**src/rtl/fetch_stage.sv**
```systemverilog
// Instruction-fetch stage with IF/ID pipeline latch, stall/redirect handling and
// a one-entry hold buffer that catches imem data returning while decode is stalled.
module fetch_stage #(
   parameter int unsigned ADDR_W   = 12,
   parameter logic [31:0] RESET_PC = 32'd0
) (
   input  logic              clock,
   input  logic              reset,
   input  logic              stall,
   input  logic              redirect,
   input  logic [31:0]       redirect_pc,
   output logic [ADDR_W-1:0] imem_addr,
   input  logic [31:0]       imem_q,
   output logic [31:0]       instr_fd,
   output logic [31:0]       pc_fd,
   output logic              valid_fd
);

   logic [31:0] pc;
   logic [31:0] req_pc;
   logic        req_valid;
   logic [31:0] hold_instr;
   logic [31:0] hold_pc;
   logic        hold_valid;

   logic [31:0] cand_instr;
   logic [31:0] cand_pc;
   logic        cand_valid;
   logic [31:0] req_pc_inc;

   assign imem_addr  = pc[ADDR_W-1:0];
   assign req_pc_inc = req_pc + 32'd1;

   // A held instruction is older than anything on imem_q, so it always goes first.
   always_comb begin
      cand_instr = '0;
      cand_pc    = '0;
      cand_valid = 1'b0;
      if (hold_valid) begin
         cand_instr = hold_instr;
         cand_pc    = hold_pc;
         cand_valid = 1'b1;
      end else if (req_valid) begin
         cand_instr = imem_q;
         cand_pc    = req_pc_inc;
         cand_valid = 1'b1;
      end
   end

   always_ff @(posedge clock) begin
      if (reset) begin
         pc         <= RESET_PC;
         req_pc     <= '0;
         req_valid  <= 1'b0;
         hold_instr <= '0;
         hold_pc    <= '0;
         hold_valid <= 1'b0;
         instr_fd   <= '0;
         pc_fd      <= '0;
         valid_fd   <= 1'b0;
      end else if (redirect) begin
         pc         <= redirect_pc;
         req_valid  <= 1'b0;
         hold_valid <= 1'b0;
         instr_fd   <= '0;
         pc_fd      <= '0;
         valid_fd   <= 1'b0;
      end else if (stall) begin
         // The address shown during a stall is re-issued on release, so this
         // cycle's access is dropped rather than tracked.
         req_valid <= 1'b0;
         if (!hold_valid && req_valid) begin
            hold_instr <= imem_q;
            hold_pc    <= req_pc_inc;
            hold_valid <= 1'b1;
         end
      end else begin
         instr_fd   <= cand_instr;
         pc_fd      <= cand_pc;
         valid_fd   <= cand_valid;
         hold_valid <= 1'b0;
         req_pc     <= pc;
         req_valid  <= 1'b1;
         pc         <= pc + 32'd1;
      end
   end

endmodule

```
**config.mk**
```make
export PLATFORM = sky130hd
export DESIGN_NAME = fetch_stage
export DESIGN_NICKNAME = d
export VERILOG_FILES = /design/src/rtl/fetch_stage.sv
export SDC_FILE = /design/constraint.sdc
export NUM_CORES = 1
export LEC_CHECK = 0
export ABC_AREA = 1
export BUFFER_PORTS_ARGS = -buffer_cell sky130_fd_sc_hd__buf_2
export CORE_UTILIZATION = 40
export DETAILED_ROUTE_END_ITERATION = 8
export PLACE_DENSITY = 0.56
export SLEW_MARGIN = 40
export SYNTH_ARGS = -nofsm -noshare
export SYNTH_HDL_FRONTEND = slang
export SYNTH_SLANG_ARGS = --single-unit
```
**constraint.sdc**
```tcl
create_clock -name clock -period 1.8 [get_ports clock]
set_clock_uncertainty 0.1 [all_clocks]
set_input_delay 0.09 -clock clock [delete_from_list [all_inputs] [get_ports clock]]
set_output_delay 0.09 -clock clock [all_outputs]
set_load 0.01 [all_outputs]
```
---- After elaboration in Yosys (flattened, before gate mapping) ----
Index checks and enable logic that the tools add are counted.
operators by class
  multiplexer cells ....................... 9
  eq/ne operators ......................... 1
  $add $sub $neg .......................... 2
  bitwise logic cells ..................... 2
  reductions and logical operators ........ 6
operator list
  cell                                                    count
  two-way mux 32 bit                                      6
  adder 32 x 1 -> 32 bit (second input constant)          2
  two-way mux 1 bit                                       3
  AND reduction 3 bit                                     1
  OR reduction 3 bit                                      1
  inequality test 2 x 1 -> 1 bit (second input constant)  1
  NOT 1 bit                                               2
  AND reduction 2 bit                                     1
  OR reduction 2 bit                                      1
  logical AND 1 bit                                       1
  logical NOT 1 bit                                       1
storage, ports and cells
  logic and storage cells ................. 29
  register bits ........................... 195
  output and inout bits ................... 77
  input port bits ......................... 68

---- Longest topological paths before layout ----
  depth after elaboration ................. 3
  depth in mapped cells ................... 12
  depth with buffers taken out ............ 12

---- Least setup slack after synthesis ----
OpenSTA, ideal clock, no wires.
  kind .................................... register to register
  start ................................... register pc[1]
  end ..................................... register pc[24]
  setup slack ............................. 123 ps
  stages on the path, launching flop included .. 11
  period minus slack after synthesis ...... 1,677 ps
  path buffers ............................ 0
  arrival ................................. 1,467 ps
  data required time ...................... 1,590 ps
  cells stage by stage .................... dfxtp_1 > ha_1 > nand3_2 > nor2_4 > nand3_2 > nor2_1 > nand3_1 > nand3_1 > nand3b_1 > nand2_1 > inv_1
on the way
  cells in the longest elaborated chain, start to end .. 3
ends and longest elaborated chain
  element                 RTL line  source
  start, declared         19        logic [31:0] pc;
  start signal, assigned  62        pc <= redirect_pc;
  start signal, assigned  84        pc <= pc + 32'd1;
  adder 32 x 1 -> 32 bit  84
  two-way mux 32 bit      68        end else if (stall) begin
  two-way mux 32 bit      61        end else if (redirect) begin
Every way passes these cells. The select of a mux whose other input is x is not followed.
A chain may end at the register's enable or synchronous reset.

---- Worst setup path in the final report ----
  start ................................... register req_pc[1]
  end ..................................... register hold_pc[30]
on the way
  cells in the longest elaborated chain, start to end .. 1
ends and longest elaborated chain
  element                 RTL line  source
  start, declared         20        logic [31:0] req_pc;
  start signal, assigned  82        req_pc <= pc;
  adder 32 x 1 -> 32 bit  32        assign req_pc_inc = req_pc + 32'd1;
  end signal, assigned    74        hold_pc <= req_pc_inc;
  end, declared           23        logic [31:0] hold_pc;
Every way passes these cells.

==> impl_metrics.json <==
{
  "syn2layout_area_growth_pct": 29.4,
  "ctsLongestPathBuffers": 2,
  "synth_edf_count": 0,
  "path_clk_slew_ns": 0.09,
  "routed_wl_um": 27700,
  "synth_cell_type_count": 44,
  "seq_area_frac_synth_pct": 42.0,
  "yosysTopAreaCell": "dfxtp_1",
  "use_met1_pct": 33.5,
  "rsz0062_at_grt": "yes",
  "grt_antenna_before_repair": 0,
  "overflow": 0,
  "die_height_um": 154,
  "synth-main-ff-cell": "dfxtp_1",
  "synth_top_area_share_pct": 42.0,
  "clock_latency_ns": 0.44,
  "rr_endpoint": "hold_pc[30]",
  "synth_nets": 1400,
  "cp_max_fo": 4,
  "outcome": "finished, final reports clean",
  "ctsRootBufferMaster": "clkbuf_16",
  "r2r_start": "req_pc[1]",
  "use_met3_pct": 3.14,
  "htree_levels": 4,
  "rrSetupSlack_ns": 0.07,
  "startpoint_type": "register",
  "cp_cell_sequence": "ha_4 -> nand2_4 -> nor2_4 -> inv_2 -> nor2_4 -> inv_2 -> nor2_4 -> nand2_1 -> nand2_1 -> nand2_1 -> o21ai_1 -> inv_1",
  "cp_top_family": "simple AND/OR/NAND/NOR gates",
  "hold_violations": 0,
  "ys_top_cells_by_area": "dfxtp_1 42%, nand2_1 12%, a21oi_1 9.1%",
  "fin_crit_sh_pct": 96.2,
  "end_kind": "register",
  "r2r_cells": 12,
  "cp_slowest_cell": "dfxtp_4",
  "cp_num_cells": 12,
  "vdd_drop_max_mv": 0.466,
  "num-nets-final": 1607,
  "grt_pass1_wl_um": 44700,
  "tns_ns": 0,
  "path_buf_inv": 3,
  "via_per_inst": 5.10,
  "ios": 145,
  "drc": 0,
  "place.gp.congestion": 0.882,
  "syn_area_mm2": 0.00929,
  "critPathRequiredTime_ns": 2.03,
  "fmax_ghz": 0.577,
  "setup_viol": 0,
  "syn-instance-count": 1330,
  "total_power_mw": 9.65,
  "initial_utilization_pct": 40.9,
  "crit_path_max_incr_delay_ns": 0.39,
  "layout_min_cycle_time_ns": 1.73,
  "drtIter0Drc": 573,
  "slew_headroom_pct": 47.1,
  "final_antenna_net_count": 0,
  "switching_share_pct": 29.0,
  "net-switching-power_mw": 2.80,
  "cp_data_arrival_time_ns": 1.96,
  "p_int_mw": 6.86,
  "grt_max_degree": 66,
  "critPathKind": "register to register",
  "p_comb_share_pct": 11.3,
  "cts_buffers": 17,
  "ys_warn_count": 0,
  "power_frac_seq_pct": 47.7,
  "pwr-share-clk_pct": 41.0,
  "antenna_cells": 0,
  "maxSlewViolCount": 0,
  "hold_end": "hold_instr[9]",
  "drv_cap": 0,
  "worst_pin_slew_ns": 0.793,
  "most-common-layout-cells": "305 x nand2_1, 181 x dfxtp_1, 169 x a21oi_1, 144 x buf_2, 127 x nor2_1",
  "n_fill_cell": 2267,
  "hold_start": "reset",
  "place_hpwl_um": 17900,
  "hold_depth": 3,
  "min_path_type": "input pin to register",
  "power_density_mw_per_mm2": 804,
  "dieArea_mm2": 0.0238,
  "core_area_mm2": 0.0227,
  "grt_usage_pct": 23.4,
  "first_pass_iters": 5,
  "syn_area_per_cell_um2": 6.98,
  "async_flop_share_pct": 0,
  "final_common_cell": "nand2_1",
  "drive_gt1_share_pct": 20.8,
  "num_vias": 9357,
  "grt_pass1_vias": 8614,
  "p_leak_nw": 5.15,
  "placement.io_buffers": 144,
  "cts_tree": "done",
  "met2_usage_pct": 37.0,
  "ys_seq_elements": 195,
  "placementRows": 55,
  "wl_per_cell_um": 15.1,
  "busiest_layer": "met2",
  "die_w_um": 154,
  "cts.sinks": 195
}
==> worst max path at each step <==
stage                    from           to  slack (ns)
finish              req_pc[1]  hold_pc[30]        0.07
global route        req_pc[1]  hold_pc[30]       -0.07
CTS                 req_pc[1]    pc_fd[14]        0.01
detailed placement  req_pc[4]     pc_fd[9]        0.05
global placement    req_pc[0]    pc_fd[16]        0.04
floorplan               pc[1]       pc[24]        0.12
==> layout make-up <==
cell class | instances | area, µm² | share of cell area, %
Inverter | 109 | 409 | 3.41
Clock inverter | 15 | 208 | 1.73
Clock buffer | 17 | 425 | 3.54
Multi-Input combinational cell | 939 | 4700 | 39.1
Sequential cell | 195 | 3930 | 32.7
Timing Repair Buffer | 275 | 1990 | 16.6
Tap cell | 285 | 357 | 2.97
==> routing by layer <==
layer	share of wire (%)	vias to the layer above
met5	0	-
met4	1.0	0
met3	4.3	21
met2	44	244
met1	50	4306
li1	-	4786
==> power by group through the flow <==
stage | registers, mW | clock network, mW | logic, mW
floorplan | 4.70 | 0 | 0.541
global placement | 4.69 | 0 | 0.974
detailed placement | 4.69 | 0 | 0.973
CTS | 4.59 | 4.05 | 1.08
global route | 4.63 | 4.23 | 1.21
finish | 4.60 | 3.96 | 1.09
==> sequential cells by signal, summed over array words and instances (netlist names) <==
signal      flops
valid_fd        1
hold_instr     32
hold_valid      1
instr_fd       32
req_pc         32
pc             32
pc_fd          32
hold_pc        32
req_valid       1
==> repair_timing <==
item	CTS	global route
hold endpoints to repair	96	0
setup buffers	0	8
hold buffers	64	0
resized for setup	1	47
endpoints found under the setup margin	1	46
pin swaps	0	14
==> logic make-up (layout without fill, tap and decap cells) <==
logic type	count (synthesis)	count (layout)	synth area share, %
compound gates	338	338	19.5
xor+xnor	15	15	1.41
fa+ha+maj	2	2	0.269
buf+inv	196	416	8.85
flops	195	195	42.0
simple gates	584	584	27.9
==> Yosys cell counts, drive strengths merged (3+ instances only) <==
master	number
clkbuf	42
a41oi	3
nand2	311
nor3	17
a211oi	14
buf	45
or2	5
inv	108
nand4	22
o21ai	127
xnor2	6
a21oi	173
nor2	155
xor2	9
nand3b	11
a22o	5
nand3	62
o211ai	6
dfxtp	195
==> per-stage QoR <==
step	util, %	std cells	hold slack [ns]	setup WS (ns)	area [µm²]
6_report	52.9	1835	0.0828	0.0677	12000
5_1_grt	52.9	1835	0.0800	-0.0687	12000
4_1_cts	52.0	1827	0.0700	0.0134	11800
3_5_place_dp	46.4	1731	0.256	0.0549	10500
3_3_place_gp	46.4	1731	0.249	0.0391	10500
2_1_floorplan	-	1330	0.125	0.123	9290
==> worst min-delay path, delay by kind of cell <==
kind            cells  cell delay (ns)
compound gates      1             0.12
buf+inv             2             0.37
No activity file was read; power rests on OpenSTA's default activity.
